[src/rtl/ps2_host_tx.sv]
// ps2_host_tx -- PS/2 host-to-device command transmitter.
// Inhibits the bus, issues a request-to-send and then clocks a
// 10-bit frame {stop, odd parity, data[7:0]} out on device clock
// falling edges before checking the device ACK.
// Optional build macro PS2_TX_WATCHDOG_EN adds a device-clock watchdog.

module ps2_host_tx #(
  parameter int unsigned INHIBIT_CYCLES = 5000,
  parameter int unsigned REQ_CYCLES     = 16,
  parameter int unsigned TIMEOUT_CYCLES = 750000
) (
  input  logic       CLK,
  input  logic       RST,
  input  logic       START,
  input  logic [7:0] TX_DATA,
  input  logic       PS2_CLK_IN,
  input  logic       PS2_DATA_IN,
  output logic       PS2_CLK_OE,
  output logic       PS2_DATA_OE,
  output logic       BUSY,
  output logic       DONE,
  output logic       ERR
);

  typedef enum logic [2:0] {
    IDLE,
    INHIBIT,
    REQUEST,
    SEND,
    ACK,
    WAIT_IDLE
  } state_t;

  localparam int unsigned CNT_MAX = (INHIBIT_CYCLES > REQ_CYCLES) ? INHIBIT_CYCLES : REQ_CYCLES;
  localparam int unsigned CNT_W   = $clog2(CNT_MAX + 1);
  localparam logic [CNT_W-1:0] INH_LAST = CNT_W'(INHIBIT_CYCLES - 1);
  localparam logic [CNT_W-1:0] REQ_LAST = CNT_W'(REQ_CYCLES - 1);

  if (INHIBIT_CYCLES == 0 || REQ_CYCLES == 0 || TIMEOUT_CYCLES == 0) begin : g_param_check
    $error("ps2_host_tx: cycle-count parameters must be non-zero");
  end

  state_t           state, state_n;
  logic [CNT_W-1:0] cnt, cnt_n;
  logic [3:0]       idx, idx_n;
  logic [9:0]       frame, frame_n;
  logic             dat_q, dat_q_n;

  logic clk_meta, clk_sync, clk_last;
  logic dat_meta, dat_sync;
  logic fall;

`ifdef PS2_TX_WATCHDOG_EN
  localparam int unsigned WD_W = $clog2(TIMEOUT_CYCLES + 1);
  localparam logic [WD_W-1:0] WD_LAST = WD_W'(TIMEOUT_CYCLES - 1);

  logic [WD_W-1:0] wd_cnt, wd_cnt_n;
  logic            wd_expired;
`endif

  // Line synchronizers; idle bus level is 1, so reset to 1.
  always_ff @(posedge CLK or posedge RST) begin
    if (RST) begin
      clk_meta <= 1'b1;
      clk_sync <= 1'b1;
      clk_last <= 1'b1;
      dat_meta <= 1'b1;
      dat_sync <= 1'b1;
    end else begin
      clk_meta <= PS2_CLK_IN;
      clk_sync <= clk_meta;
      clk_last <= clk_sync;
      dat_meta <= PS2_DATA_IN;
      dat_sync <= dat_meta;
    end
  end

  assign fall = clk_last & ~clk_sync;

  // State and datapath registers.
  always_ff @(posedge CLK or posedge RST) begin
    if (RST) begin
      state <= IDLE;
      cnt   <= '0;
      idx   <= '0;
      frame <= '0;
      dat_q <= 1'b0;
    end else begin
      state <= state_n;
      cnt   <= cnt_n;
      idx   <= idx_n;
      frame <= frame_n;
      dat_q <= dat_q_n;
    end
  end

`ifdef PS2_TX_WATCHDOG_EN
  // Watchdog counter register.
  always_ff @(posedge CLK or posedge RST) begin
    if (RST) begin
      wd_cnt <= '0;
    end else begin
      wd_cnt <= wd_cnt_n;
    end
  end
`endif

  assign BUSY = (state != IDLE);

  // Next-state, datapath and line/handshake outputs.
  always_comb begin
    state_n     = state;
    cnt_n       = cnt;
    idx_n       = idx;
    frame_n     = frame;
    dat_q_n     = dat_q;
    PS2_CLK_OE  = 1'b0;
    PS2_DATA_OE = 1'b0;
    DONE        = 1'b0;
    ERR         = 1'b0;

`ifdef PS2_TX_WATCHDOG_EN
    wd_cnt_n   = '0;
    wd_expired = 1'b0;
    if (state inside {SEND, ACK, WAIT_IDLE}) begin
      if (fall) begin
        wd_cnt_n = '0;
      end else if (wd_cnt != WD_LAST) begin
        wd_cnt_n = wd_cnt + WD_W'(1);
      end else begin
        wd_cnt_n = wd_cnt;
      end
      wd_expired = !fall && (wd_cnt == WD_LAST);
    end
`endif

    case (state)
      IDLE: begin
        if (START) begin
          frame_n = {1'b1, ~^TX_DATA, TX_DATA};
          cnt_n   = '0;
          state_n = INHIBIT;
        end
      end

      INHIBIT: begin
        PS2_CLK_OE = 1'b1;
        if (cnt == INH_LAST) begin
          cnt_n   = '0;
          state_n = REQUEST;
        end else begin
          cnt_n = cnt + CNT_W'(1);
        end
      end

      REQUEST: begin
        PS2_CLK_OE  = 1'b1;
        PS2_DATA_OE = 1'b1;
        if (cnt == REQ_LAST) begin
          cnt_n   = '0;
          idx_n   = '0;
          dat_q_n = 1'b1;
          state_n = SEND;
        end else begin
          cnt_n = cnt + CNT_W'(1);
        end
      end

      SEND: begin
        PS2_DATA_OE = dat_q;
        if (fall) begin
          dat_q_n = ~frame[idx];
          idx_n   = idx + 4'd1;
          if (idx == 4'd9) begin
            state_n = ACK;
          end
        end
      end

      ACK: begin
        if (fall) begin
          if (!dat_sync) begin
            state_n = WAIT_IDLE;
          end else begin
            ERR     = 1'b1;
            state_n = IDLE;
          end
        end
      end

      WAIT_IDLE: begin
        if (clk_sync && dat_sync) begin
          DONE    = 1'b1;
          state_n = IDLE;
        end
      end

      default: state_n = IDLE;
    endcase

`ifdef PS2_TX_WATCHDOG_EN
    // Expiry never coincides with a falling edge, so it cannot collide
    // with the ACK-phase ERR; a completing WAIT_IDLE keeps its DONE.
    if (wd_expired && !DONE) begin
      ERR         = 1'b1;
      PS2_DATA_OE = 1'b0;
      state_n     = IDLE;
    end
`endif
  end

endmodule

[config.mk]
export PLATFORM = sky130hd
export DESIGN_NAME = ps2_host_tx
export DESIGN_NICKNAME = d
export VERILOG_FILES = /design/src/rtl/ps2_host_tx.sv
export SDC_FILE = /design/constraint.sdc
export NUM_CORES = 1
export LEC_CHECK = 0
export CAP_MARGIN = 15
export CORE_MARGIN = 2
export CORE_UTILIZATION = 40
export CTS_CLUSTER_SIZE = 25
export DETAILED_ROUTE_END_ITERATION = 12
export PLACE_DENSITY = 0.63
export SLEW_MARGIN = 5
export SYNTH_ARGS = -nofsm -noshare
export SYNTH_HDL_FRONTEND = slang
export SYNTH_SLANG_ARGS = --single-unit
[constraint.sdc]
create_clock -name CLK -period 4.29 [get_ports CLK]
set_input_delay 0.429 -clock CLK [delete_from_list [all_inputs] [get_ports CLK]]
set_output_delay 0.429 -clock CLK [all_outputs]
set_load 0.03 [all_outputs]
======== Word-level counts from Yosys, hierarchy flattened ========
Index checks and enable logic that the tools add are counted.
operators by class
  reductions and logical operators ........ 11
  multiplexer cells ....................... 28
  bitwise operators ....................... 3
  equal/unequal tests ..................... 15
  order comparisons ....................... 1
  $add $sub $neg .......................... 2
operators with widths
  operator                                               count
  2-to-1 mux 13 bit                                      3
  case mux 13 bit (3 select lines)                       1
  2-to-1 mux 3 bit                                       8
  case mux 3 bit (6 select lines)                        1
  inequality test 2 bit (second input constant)          7
  adder 13 x 1 -> 13 bit (second input constant)         1
  equality test 13 bit (second input constant)           1
  equality test 13 x 4 -> 1 bit (second input constant)  1
  2-to-1 mux 1 bit                                       9
  2-to-1 mux 4 bit                                       2
  case mux 4 bit (2 select lines)                        1
  XNOR reduction 8 bit                                   1
  AND reduction 7 bit                                    1
  equality test 3 x 2 -> 1 bit (second input constant)   2
  equality test 3 bit (second input constant)            2
  nonzero test 3 bit                                     2
  < comparator 4 x 5 -> 1 bit (second input constant)    1
  adder 4 x 1 -> 4 bit (second input constant)           1
  binary-select mux 1 bit (select 4 bit)                 1
  equality test 4 bit (second input constant)            1
  case mux 1 bit (2 select lines)                        2
  AND reduction 2 bit                                    2
  equality test 3 x 1 -> 1 bit (second input constant)   1
  zero test 3 bit                                        1
  other kinds (6)                                        7
storage, ports and cells
  input bits .............................. 13
  output and inout bits ................... 5
  flip-flop bits (word level) ............. 36
  word-level logic and storage cells ...... 70

======== Logic depth before layout (Yosys ltp) ========
  depth after elaboration ................. 5
  mapped depth ............................ 7
  depth with buffers taken out ............ 7

======== Least setup slack after synthesis ========
OpenSTA, ideal clock, no wires.
  kind .................................... reg2reg
  from .................................... reg cnt[5]
  to ...................................... reg cnt[4]
  setup slack ............................. 2.109 ns
  period minus slack after synthesis ...... 2.181 ns
  buffers on the path ..................... 1
  library setup time ...................... 0.126 ns
  arrival ................................. 2.055 ns
  required time ........................... 4.164 ns
  cell stages (with the launch flop) ...... 6
  cell sequence ........................... dfrtp_1 > or4_1 > or4_4 > o2bb2ai_2 > buf_6 > a221o_1
between the ends
  cells in the longest elaborated chain, start to end .. 3
  elaborated cells between the ends (all ways) .. 5
  those cells by class .................... eq/ne (2); mux (3)
ends and longest elaborated chain
  element                                                                RTL line  source
  start: declaration                                                     44        logic [CNT_W-1:0] cnt, cnt_n;
  start signal: assignment                                               90        cnt <= cnt_n;
  equality test 13 x 4 -> 1 bit or equality test 13 bit (tied branches)  159, 148
  2-to-1 mux 13 bit, on equally long branches                            159, 148
  case mux 13 bit (3 select lines) *                                     137       case (state)
Mark *: on every way between the ends. The rest lies on a longest branch, timed or not.
A chain may end at the register's enable or synchronous reset.

======== Final worst setup path ========
  from .................................... reg cnt[4]
  to ...................................... reg cnt[4]
between the ends
  cells in the longest elaborated chain, start to end .. 3
  elaborated cells between the ends (all ways) .. 6
  those cells by class .................... add/sub (1); eq/ne (2); mux (3)
ends and longest elaborated chain
  element                                         RTL line
  adder 13 x 1 -> 13 bit (tied with other cells)  152, 165
  2-to-1 mux 13 bit, on equally long branches     159, 148
  case mux 13 bit (3 select lines) *              137
Marked as above.

==> reports/qor.csv <==
metric,value,unit
status,completed,
fin_crit,2.56,ns
grt_pass1_vias,1330,
slew_headroom,0.440,
synth_commonest_cells,"31 x dfrtp_1, 18 x nor2_1, 15 x nand2_1",
slowest_delay,0.57,ns
finClkSkew,0.00780,ns
dr_wl_met3,118,µm
drive_above_1_share,0.138,
power.density,495,nW/µm²
die_y,73.0,µm
synth.most_common_cell,dfrtp_1,
cts_tree,yes,
power_frac_comb,0.302,
viasPerCell,5.39,
synth.distinct_cells,46,
cts_buffers,5,
critPathLaunchType,flip-flop,
synth_edf_count,0,
route.met2.wl,1610,µm
track_usage,0.161,
rsz0062_at_grt,no,
grt_max_degree,23,
netlist.area_leader.share,0.408,
cts_sinks,36,
diodes,0,
fillers,441,
power_switching,0.371,mW
clk_pin_slew_worst_paths,0.07,ns
cts_max_level,2,
final.setup.tns,0,ns
num_rows,25,
crit_family,simple AND/OR/NAND/NOR gates,
synth_seq_cells,36,
dpl.hpwl,2560,µm
multi_input_area,933,µm²
drc_errors,0,
worstPathRequired,4.47,ns
ir_drop,0.000234,V
wl_per_cell,13.9,µm
max_clock_freq,390,MHz
internal-power,0.722,mW
synthCells,190,
postRouteAntennaNets,0,
antenna_found_initial,0,
fin_crit_sh,0.597,
die_w,73.0,µm
finalHoldViolations,0,
insertion_delay,0.29,ns
met1_length,1850,µm
seqPwrFrac,0.466,
ff_latch_area,907,µm²
worstSetupPathType,reg2reg,
dr.pass1.iters,4,
cts_max_path_buffers,2,
hold_path_class,reg2reg,
top_layer,met4,
core,4660,µm²
ys_seq_area_frac,0.477,
finalSetupViolations,0,
die_area,5320,µm²
crit_chain,or4_1 -> nor4_1 -> o2bb2ai_2 -> and3_1 -> a221o_1,
place_area,2120,µm²
grt_overflow,0,
utilization,0.474,
crit_buf_inv,0,
holdBufCountCts,0,
gp_congestion,0.774,
worstMarginPinSlew,0.836,ns
drv_cap,0,
finalInstanceArea,2210,µm²
cp-end-kind,flip-flop,
drv_slew,0,
synth.largest_area_cell,dfrtp_1,
total_power,1.09,mW
root_buffer,clkbuf_8,
crit_arrival,2.74,ns
io-pin-count,18,
synth_area,1900,µm²
post_cts_buffers,0,
slowest_stage,or4_1,
synthFlopType,dfrtp_1,
synth_area_per_cell,10.0,µm²
syn_nets,206,
placement.io_buffers,17,
yosys_warnings,0,
path_max_fanout,22,
drt_iter0_drc,104,
wirelength,3660,µm
fin_nets,225,
switching_share,0.340,
p_clk_frac,0.232,
leakage,0.890,nW
area_delta_synth_final,16.2,%
dr_total_vias,1423,
grt_pass1_wl,6470,µm
start_util,0.408,
synthTopCellsByArea,"dfrtp_1 41%, dfstp_2 6.9%, mux2_2 5.3%",
ctsResizeCount,0,
async_reset_ff_frac,1.00,
[power groups by stage]
stage               combinational, mW  clock [mW]  sequential, mW
floorplan                       0.283           0           0.480
global placement                0.329           0           0.514
detailed placement              0.335           0           0.514
CTS                             0.335       0.261           0.510
global route                    0.375       0.275           0.527
finish                          0.330       0.253           0.510
[flip-flops by register name (all words and copies together), names as in the netlist]
| signal | flops |
|---|---|
| clk_meta | 1 |
| dat_meta | 1 |
| state | 3 |
| idx | 4 |
| frame | 10 |
| clk_sync | 1 |
| dat_q | 1 |
| clk_last | 1 |
| cnt | 13 |
| dat_sync | 1 |
[worst reg2reg max path, stage by stage, from the launching register on]
cell and delay [ns]:
dfrtp_1 0.41, or4_1 0.57, nor4_1 0.55, o2bb2ai_2 0.37, and3_1 0.30, a221o_1 0.25
[cell usage in the layout, fill, tap and decap left out, types with 4 or more instances in the layout]
master            n
a21oi_1           9
a31oi_1           5
clkbuf_8          6
clkdlybuf4s50_1  17
dfrtp_1          31
dfstp_2           5
inv_1             8
mux2_2            9
nand2_1          15
nand3_1           6
nand3b_1          6
nor2_1           18
nor3_1            4
o21ai_0          11
xnor2_1           8
[final cells by class]
class | instances | area share
Clock inverter | 1 | 0.00340
Clock buffer | 7 | 0.0391
Tap cell | 54 | 0.0306
Sequential cell | 36 | 0.411
Inverter | 8 | 0.0136
Timing Repair Buffer | 18 | 0.0804
Multi-Input combinational cell | 140 | 0.422
[metrics by stage]
step | std cells | setup WS [ns] | hold slack [ns]
2_1_floorplan | 190 | 2.11 | 0.345
3_3_place_gp | 256 | 1.82 | 0.346
3_5_place_dp | 256 | 1.74 | 0.347
4_1_cts | 264 | 1.73 | 0.357
5_1_grt | 264 | 1.55 | 0.360
6_report | 264 | 1.73 | 0.357
[layer usage]
layer / up-vias / track usage
met5: - / 0
met4: 0 / 0.0802
met3: 8 / 0.0373
met2: 22 / 0.233
met1: 673 / 0.225
li1: 720 / -
[final timing paths]
path | startpoint | end | slack, ns | cells past startpoint
hold reg to reg | dat_meta$_DFF_PP1_ | dat_sync$_DFF_PP1_ | 0.36 | 0
setup reg to reg | cnt[4]$_DFFE_PP0P_ | cnt[4]$_DFFE_PP0P_ | 1.73 | 5
hold / removal | dat_meta$_DFF_PP1_ | dat_sync$_DFF_PP1_ | 0.36 | 0
min in group asynchronous | RST | frame[1]$_DFFE_PP0P_ | 0.58 | 2
setup / recovery | cnt[4]$_DFFE_PP0P_ | cnt[4]$_DFFE_PP0P_ | 1.73 | 5
max in group asynchronous | RST | clk_sync$_DFF_PP1_ | 2.92 | 3
[cells by family (layout without fill, tap and decap cells)]
kind of cell	count (synthesis)	count (layout)	share of synthesized area
and+or+nand+nor	71	71	0.197
AOI/OAI and AO/OA	44	44	0.153
DFF	36	36	0.477
buffers and inverters	14	34	0.0322
xor gates and xnor gates	11	11	0.0507
muxes	11	11	0.0704
adders and majority gates	3	3	0.0197
Power figures use the tool's default switching activity.
